## src/rtl/count_monitor.sv

```systemverilog
// count_monitor: watches an upstream free-running up-counter, pulses and
// counts every all-ones -> zero wrap, and captures a one-shot snapshot of
// {wrap count, counter value} when the counter hits an armed compare value.
// The snapshot is offered through a valid/ready handshake.
module count_monitor #(
  parameter int CW = 4,
  parameter int WW = 8
) (
  input  logic             clk,
  input  logic             rst,
  input  logic [CW-1:0]    count_in,
  input  logic             arm,
  input  logic [CW-1:0]    match_val,
  output logic             wrap_pulse,
  output logic [WW-1:0]    wrap_cnt,
  output logic             evt_valid,
  input  logic             evt_ready,
  output logic [WW+CW-1:0] evt_data,
  output logic [1:0]       state
);

  // Debug-visible state encoding; 2'd3 is unused and falls back to IDLE.
  localparam logic [1:0] S_IDLE  = 2'd0;
  localparam logic [1:0] S_ARMED = 2'd1;
  localparam logic [1:0] S_HOLD  = 2'd2;

  logic [1:0]       r_state;
  logic [1:0]       w_next_state;
  logic [CW-1:0]    r_prev_q;
  logic             r_prev_ok;
  logic             r_wrap_pulse;
  logic [WW-1:0]    r_wrap_cnt;
  logic [CW-1:0]    r_match_q;
  logic [WW+CW-1:0] r_evt_data;

  logic w_wrap;
  logic w_match;
  logic w_load_evt;
  logic w_capture_match;

  // A wrap needs a trusted previous sample: the first edge after reset
  // never qualifies, and jumps or holds at all-ones are not wraps.
  assign w_wrap  = r_prev_ok && (r_prev_q == '1) && (count_in == '0);
  assign w_match = (count_in == r_match_q);

  // A match in ARMED takes priority over a simultaneous re-arm.
  assign w_load_evt      = (r_state == S_ARMED) && w_match;
  assign w_capture_match = ((r_state == S_IDLE)  && arm) ||
                           ((r_state == S_ARMED) && arm && !w_match);

  // Wrap detection and saturating wrap counter, independent of the FSM.
  // NOTE: sequential state uses non-blocking assignments so every register
  // samples the pre-edge values regardless of statement order.
  always_ff @(posedge clk) begin
    if (!rst) begin
      r_prev_q     <= '0;
      r_prev_ok    <= 1'b0;
      r_wrap_pulse <= 1'b0;
      r_wrap_cnt   <= '0;
    end else begin
      r_prev_q     <= count_in;
      r_prev_ok    <= 1'b1;
      r_wrap_pulse <= w_wrap;
      if (w_wrap && (r_wrap_cnt != '1)) begin
        r_wrap_cnt <= r_wrap_cnt + WW'(1);
      end
    end
  end

  // Compare-value and snapshot capture; evt_data holds until re-loaded.
  always_ff @(posedge clk) begin
    if (!rst) begin
      r_match_q  <= '0;
      r_evt_data <= '0;
    end else begin
      if (w_capture_match) begin
        r_match_q <= match_val;
      end
      if (w_load_evt) begin
        r_evt_data <= {r_wrap_cnt, count_in};
      end
    end
  end

  // FSM state register.
  always_ff @(posedge clk) begin
    if (!rst) begin
      r_state <= S_IDLE;
    end else begin
      r_state <= w_next_state;
    end
  end

  // FSM next-state logic; arm is ignored in HOLD, evt_ready outside HOLD.
  // NOTE: the default assignment first keeps this purely combinational,
  // so no latch is inferred on paths that do not assign.
  always_comb begin
    w_next_state = S_IDLE;
    case (r_state)
      S_IDLE:  w_next_state = arm       ? S_ARMED : S_IDLE;
      S_ARMED: w_next_state = w_match   ? S_HOLD  : S_ARMED;
      S_HOLD:  w_next_state = evt_ready ? S_IDLE  : S_HOLD;
      default: w_next_state = S_IDLE;
    endcase
  end

  // FSM outputs: an event is pending exactly while in HOLD.
  always_comb begin
    evt_valid = (r_state == S_HOLD);
    state     = r_state;
  end

  assign wrap_pulse = r_wrap_pulse;
  assign wrap_cnt   = r_wrap_cnt;
  assign evt_data   = r_evt_data;

endmodule

```

## config.mk

```make
export PLATFORM = sky130hd
export DESIGN_NAME = count_monitor
export DESIGN_NICKNAME = d
export VERILOG_FILES = /design/src/rtl/count_monitor.sv
export SDC_FILE = /design/constraint.sdc
export NUM_CORES = 1
export LEC_CHECK = 0
export ABC_CLOCK_PERIOD_IN_PS = 3200
export BUFFER_PORTS_ARGS = -buffer_cell sky130_fd_sc_hd__buf_2
export CAP_MARGIN = 20
export CORE_MARGIN = 4
export CORE_UTILIZATION = 55
export DETAILED_ROUTE_END_ITERATION = 12
export HOLD_SLACK_MARGIN = 0.03
export PLACE_DENSITY = 0.82
export SYNTH_ARGS = -nofsm -noshare
export SYNTH_HDL_FRONTEND = slang
export SYNTH_SLANG_ARGS = --single-unit
```

## constraint.sdc

```tcl
create_clock -name clk -period 3.2 [get_ports clk]
set_input_delay 0.32 -clock clk [delete_from_list [all_inputs] [get_ports clk]]
set_output_delay 0.32 -clock clk [all_outputs]
set_load 0.005 [all_outputs]
```

Word level (Yosys, flattened, before mapping)
Cells that the tools add are included.
{ "op_classes": {"n_addsub": 1, "n_eq_ne": 5, "mux": 5, "n_reduce_logical": 11} }
{ "ops": {"columns": ["op", "n"], "rows": [
  ["8-bit by 1-bit adder with 8-bit output (second input constant)", 1],
  ["8-bit != test (second input constant)", 1],
  ["1-bit logical AND", 7],
  ["2-bit one-hot mux with 3 select lines", 1],
  ["4-bit == test", 1],
  ["4-bit == test (second input constant)", 1],
  ["4-bit zero test", 1],
  ["2-bit two-way mux", 2],
  ["2-bit by 1-bit == test with 1-bit output (second input constant)", 1],
  ["2-bit == test (second input constant)", 1],
  ["2-bit zero test", 1],
  ["1-bit two-way mux", 2],
  ["1-bit zero test", 1],
  ["1-bit logical OR", 1]
]} }
{ "totals": {"reg_bits": 32, "in_bits": 12, "out_inout_bits": 24} }

Logic depth before layout (Yosys ltp)
{ "logic_depth": {"word_depth": 4, "mapped_depth": 6, "ltp_nobuf": 5} }

Worst setup path after synthesis
Ideal clock, no wire load.
{ "synth_path": {"path_kind": "input-to-reg", "start": "input port count_in[0]", "end": "register r_evt_data[10] (netlist: evt_data[10])", "setup_time_ps": 118, "arrival_ps": 1472, "required_time_ps": 3082, "path_slack_ps": 1610, "stages": 6, "cell_sequence": "xnor2_1 -> nand4_2 -> or3b_1 -> buf_6 -> buf_12 -> mux2i_1"} }
{ "synth_via": {"elab_chain_len": 2} }
{ "synth_rtl": {"columns": ["item", "line", "source"], "rows": [
  ["from (decl)", "11", "input logic [CW-1:0] count_in,"],
  ["4-bit == test", "44", "assign w_match = (count_in == r_match_q);"],
  ["1-bit logical AND", "47", "assign w_load_evt = (r_state == S_ARMED) && w_match;"],
  ["to (signal assigned)", "80", "r_evt_data <= {r_wrap_cnt, count_in};"],
  ["to (decl)", "34", "logic [WW+CW-1:0] r_evt_data;"]
]} }
Every way passes these cells.
A chain may end at the register's enable or synchronous reset.

Final worst setup path
{ "layout_path": {"start": "register r_wrap_cnt[0] (netlist: wrap_cnt[0])", "end": "register r_wrap_cnt[3] (netlist: wrap_cnt[3])"} }
{ "layout_via": {"elab_chain_len": 2} }
{ "layout_rtl": {"columns": ["item", "line", "source"], "rows": [
  ["from (decl)", "32", "logic [WW-1:0] r_wrap_cnt;"],
  ["from (signal assigned)", "65", "r_wrap_cnt <= r_wrap_cnt + WW'(1);"],
  ["parallel branches: the longest is 2 deep, another holds 8-bit by 1-bit adder with 8-bit output", null, null]
]} }
Several ways; the timed one is not identified.

==> results.cfg <==
[run_status]
status = completed

[die]
dieHeight_um = 58.7
initial_core_util = 0.576
rows = 18
dieWidth_um = 58.7
core_area_sq_um = 2450
num_io_pins = 36
die_area_sq_um = 3450

[cells_and_area]
fin_area_sq_um = 1610
final_cells = 219
drive_above_1_share = 0.228
area_growth_pct = 14.1
multiInputGateArea_sq_um = 681
n_antenna_cell = 0
final_nets = 202
regArea_sq_um = 641
fill_cells = 212

[cts]
post_cts_resized = 0
cts_tree = yes
postCtsSetupRepairBufs = 0
root_buffer = clkbuf_4
numCtsBuffers = 5
clock-sinks = 32
cts_hold_buffers = 0
path_clk_slew_ns = 0.09
clk_latency_ns = 0.32
htree_levels = 2
clock_path_buffers = 2

[timing]
maxSlewHeadroom = 0.408
fmax_mhz = 511
worstMarginPinSlew_ns = 0.882
whs_ns = 0.232
slew_violations = 0
hold_viol = 0
skew_ns = 0.00707
rsz0062_at_grt = no
fin_crit_sh = 0.611
setup_violations = 0
period_needed_ns = 1.96
tns_ns = 0

[worst_setup_path]
cp-startpoint = wrap_cnt[0]$_SDFFE_PN0P_
critPathArrivalTime_ns = 2.21
critical_path_class = flop to flop
cp.required_ns = 3.46
crit_chain = ha_1, nand2_1, nor3_1, o21ai_0, a21oi_1
r2r-start = wrap_cnt[0]$_SDFFE_PN0P_
critPathTopFamily = simple AND/OR/NAND/NOR gates
path_buf_inv = 0
worstPathMaxFanout = 10
crit_path_start_kind = flop
crit_slowest_cell = nor3_1
crit_path_end_kind = flop
crit_path_max_incr_delay_ns = 0.74

[drt]
antenna_left = 0
drtIter0Drc = 60
dr.pass1.iters = 4
viasPerCell = 5.79
wl_per_cell_um = 14.0
vias = 1268
drc = 0
drt_wl_total_mm = 3.06

[job]
maxCapViolations = 0

[global_routing]
grtUsageTotal = 0.195
met3_usage = 0.0439
first_global_vias = 1189
overflow = 0
grtUsageMet2 = 0.336
grt_pass1_wl_mm = 5.15
antenna_found_initial = 0
grt_use_met1 = 0.220
grt.busiest_layer = met2
grt_max_degree = 42

[synth]
postSynthAreaPerCell_sq_um = 9.13
synth_area_leaders = dfxtp_1 45%, mux2i_1 11%, nand2_1 7.7%
ys_async_sr_fraction = 0
syn_area_sq_um = 1420
yosysWarnings = 0
synth_cell_types = 33
ys.flop_type = dfxtp_1
synth.most_common_cell = dfxtp_1
synth_largest_area_cell = dfxtp_1
yosys-top-cells-count = 32 x dfxtp_1, 29 x nand2_1, 15 x mux2i_1
synth_edf_count = 0
syn-num-nets = 168
synth_top_cell_area_share = 0.453
synth-seq-cells = 32
ys_seq_area_frac = 0.453
postSynthCellCount = 155

[worst_hold_path]
worstHoldPathType = input port to flop
hp-start = count_in[3]

[placed_design]
placed_cell_area_sq_um = 1570
hpwlAfterDp_mm = 2.19
gp_congestion = 0.758
numPortBuffers = 35
dp_cells = 212

[power_and_ir_drop]
p_leak_uw = 0.000742
power_density_nw_per_um2 = 427
power_uw = 689
peakVddDrop_v = 0.000332
-- area by class of cell --
| type | count | share of cell area |
|---|---|---|
| Clock buffer | 6 | 0.0256 |
| Sequential cell | 32 | 0.397 |
| Tap cell | 30 | 0.0233 |
| Clock inverter | 1 | 0.00310 |
| Inverter | 7 | 0.0163 |
| Multi-Input combinational cell | 107 | 0.422 |
| Timing Repair Buffer | 36 | 0.113 |
-- layout by cell type, fill, tap and decap left out, drive strengths merged, types with 3 or more instances in the layout --
cell    Yosys  routed
dfxtp      32      32
o211ai      4       4
nor4b       4       4
nand2      29      29
o21ai       3       3
mux2i      15      15
inv         7       7
or3         4       4
a21oi       6       6
nand3       6       6
nor3        4       4
nand4       7       7
xnor2       4       4
clkbuf      4       6
buf         4      36
a31oi       4       4
o31ai       3       3
-- through the flow --
| step | utilization | worst slack (ns) |
|---|---|---|
| after detailed placement | 0.639 | 1.14 |
| after floorplan | - | 1.61 |
| after global routing | 0.657 | 1.00 |
| after CTS | 0.657 | 1.26 |
| final | 0.657 | 1.24 |
| after global placement | 0.639 | 1.25 |
-- report_power, final --
group          total [uW]  internal, uW  leakage [uW]  switching [uW]
registers             421           410      0.000261            11.3
clock network         206          80.8     0.0000281             126
logic                61.6          26.1      0.000454            35.5
-- layer usage --
metal	part of all wire	wire length, um	up-vias
met5	0	0	-
met4	0.014	42	0
met3	0.067	206	7
met2	0.52	1580	61
met1	0.40	1230	580
li1	-	-	620
-- tightest hold or removal path, stage by stage --
cell and delay [ns]:
buf_2 0.10, nand2_1 0.06, inv_1 0.05
-- final timing paths --
kind	endpoint	slack, ns	depth (start not counted)
hold / removal	r_prev_q[3]$_SDFF_PN0_	0.23	3
hold reg to reg	evt_data[3]$_SDFFE_PN0P_	0.46	2
setup reg to reg	wrap_cnt[3]$_SDFFE_PN0P_	1.24	5
setup / recovery	wrap_cnt[3]$_SDFFE_PN0P_	1.24	5
-- sequential cells by signal (all words and copies together) (netlist names) --
signal and cells:
r_match_q 4, wrap_cnt 8, r_prev_q 4, wrap_pulse 1
evt_data 12, state 2, r_prev_ok 1
-- kinds of logic (layout without fill, tap and decap cells) --
kind of cell,count (synthesis),count (layout),synth area share
AO/OA/AOI/OAI,22,22,0.0990
XOR/XNOR,4,4,0.0248
adder cells (fa/ha/maj),1,1,0.00884
buffers and inverters,16,50,0.0663
flip-flops,32,32,0.453
multiplexers,15,15,0.106
AND/OR/NAND/NOR,65,65,0.242
Power figures use the tool's default switching activity.
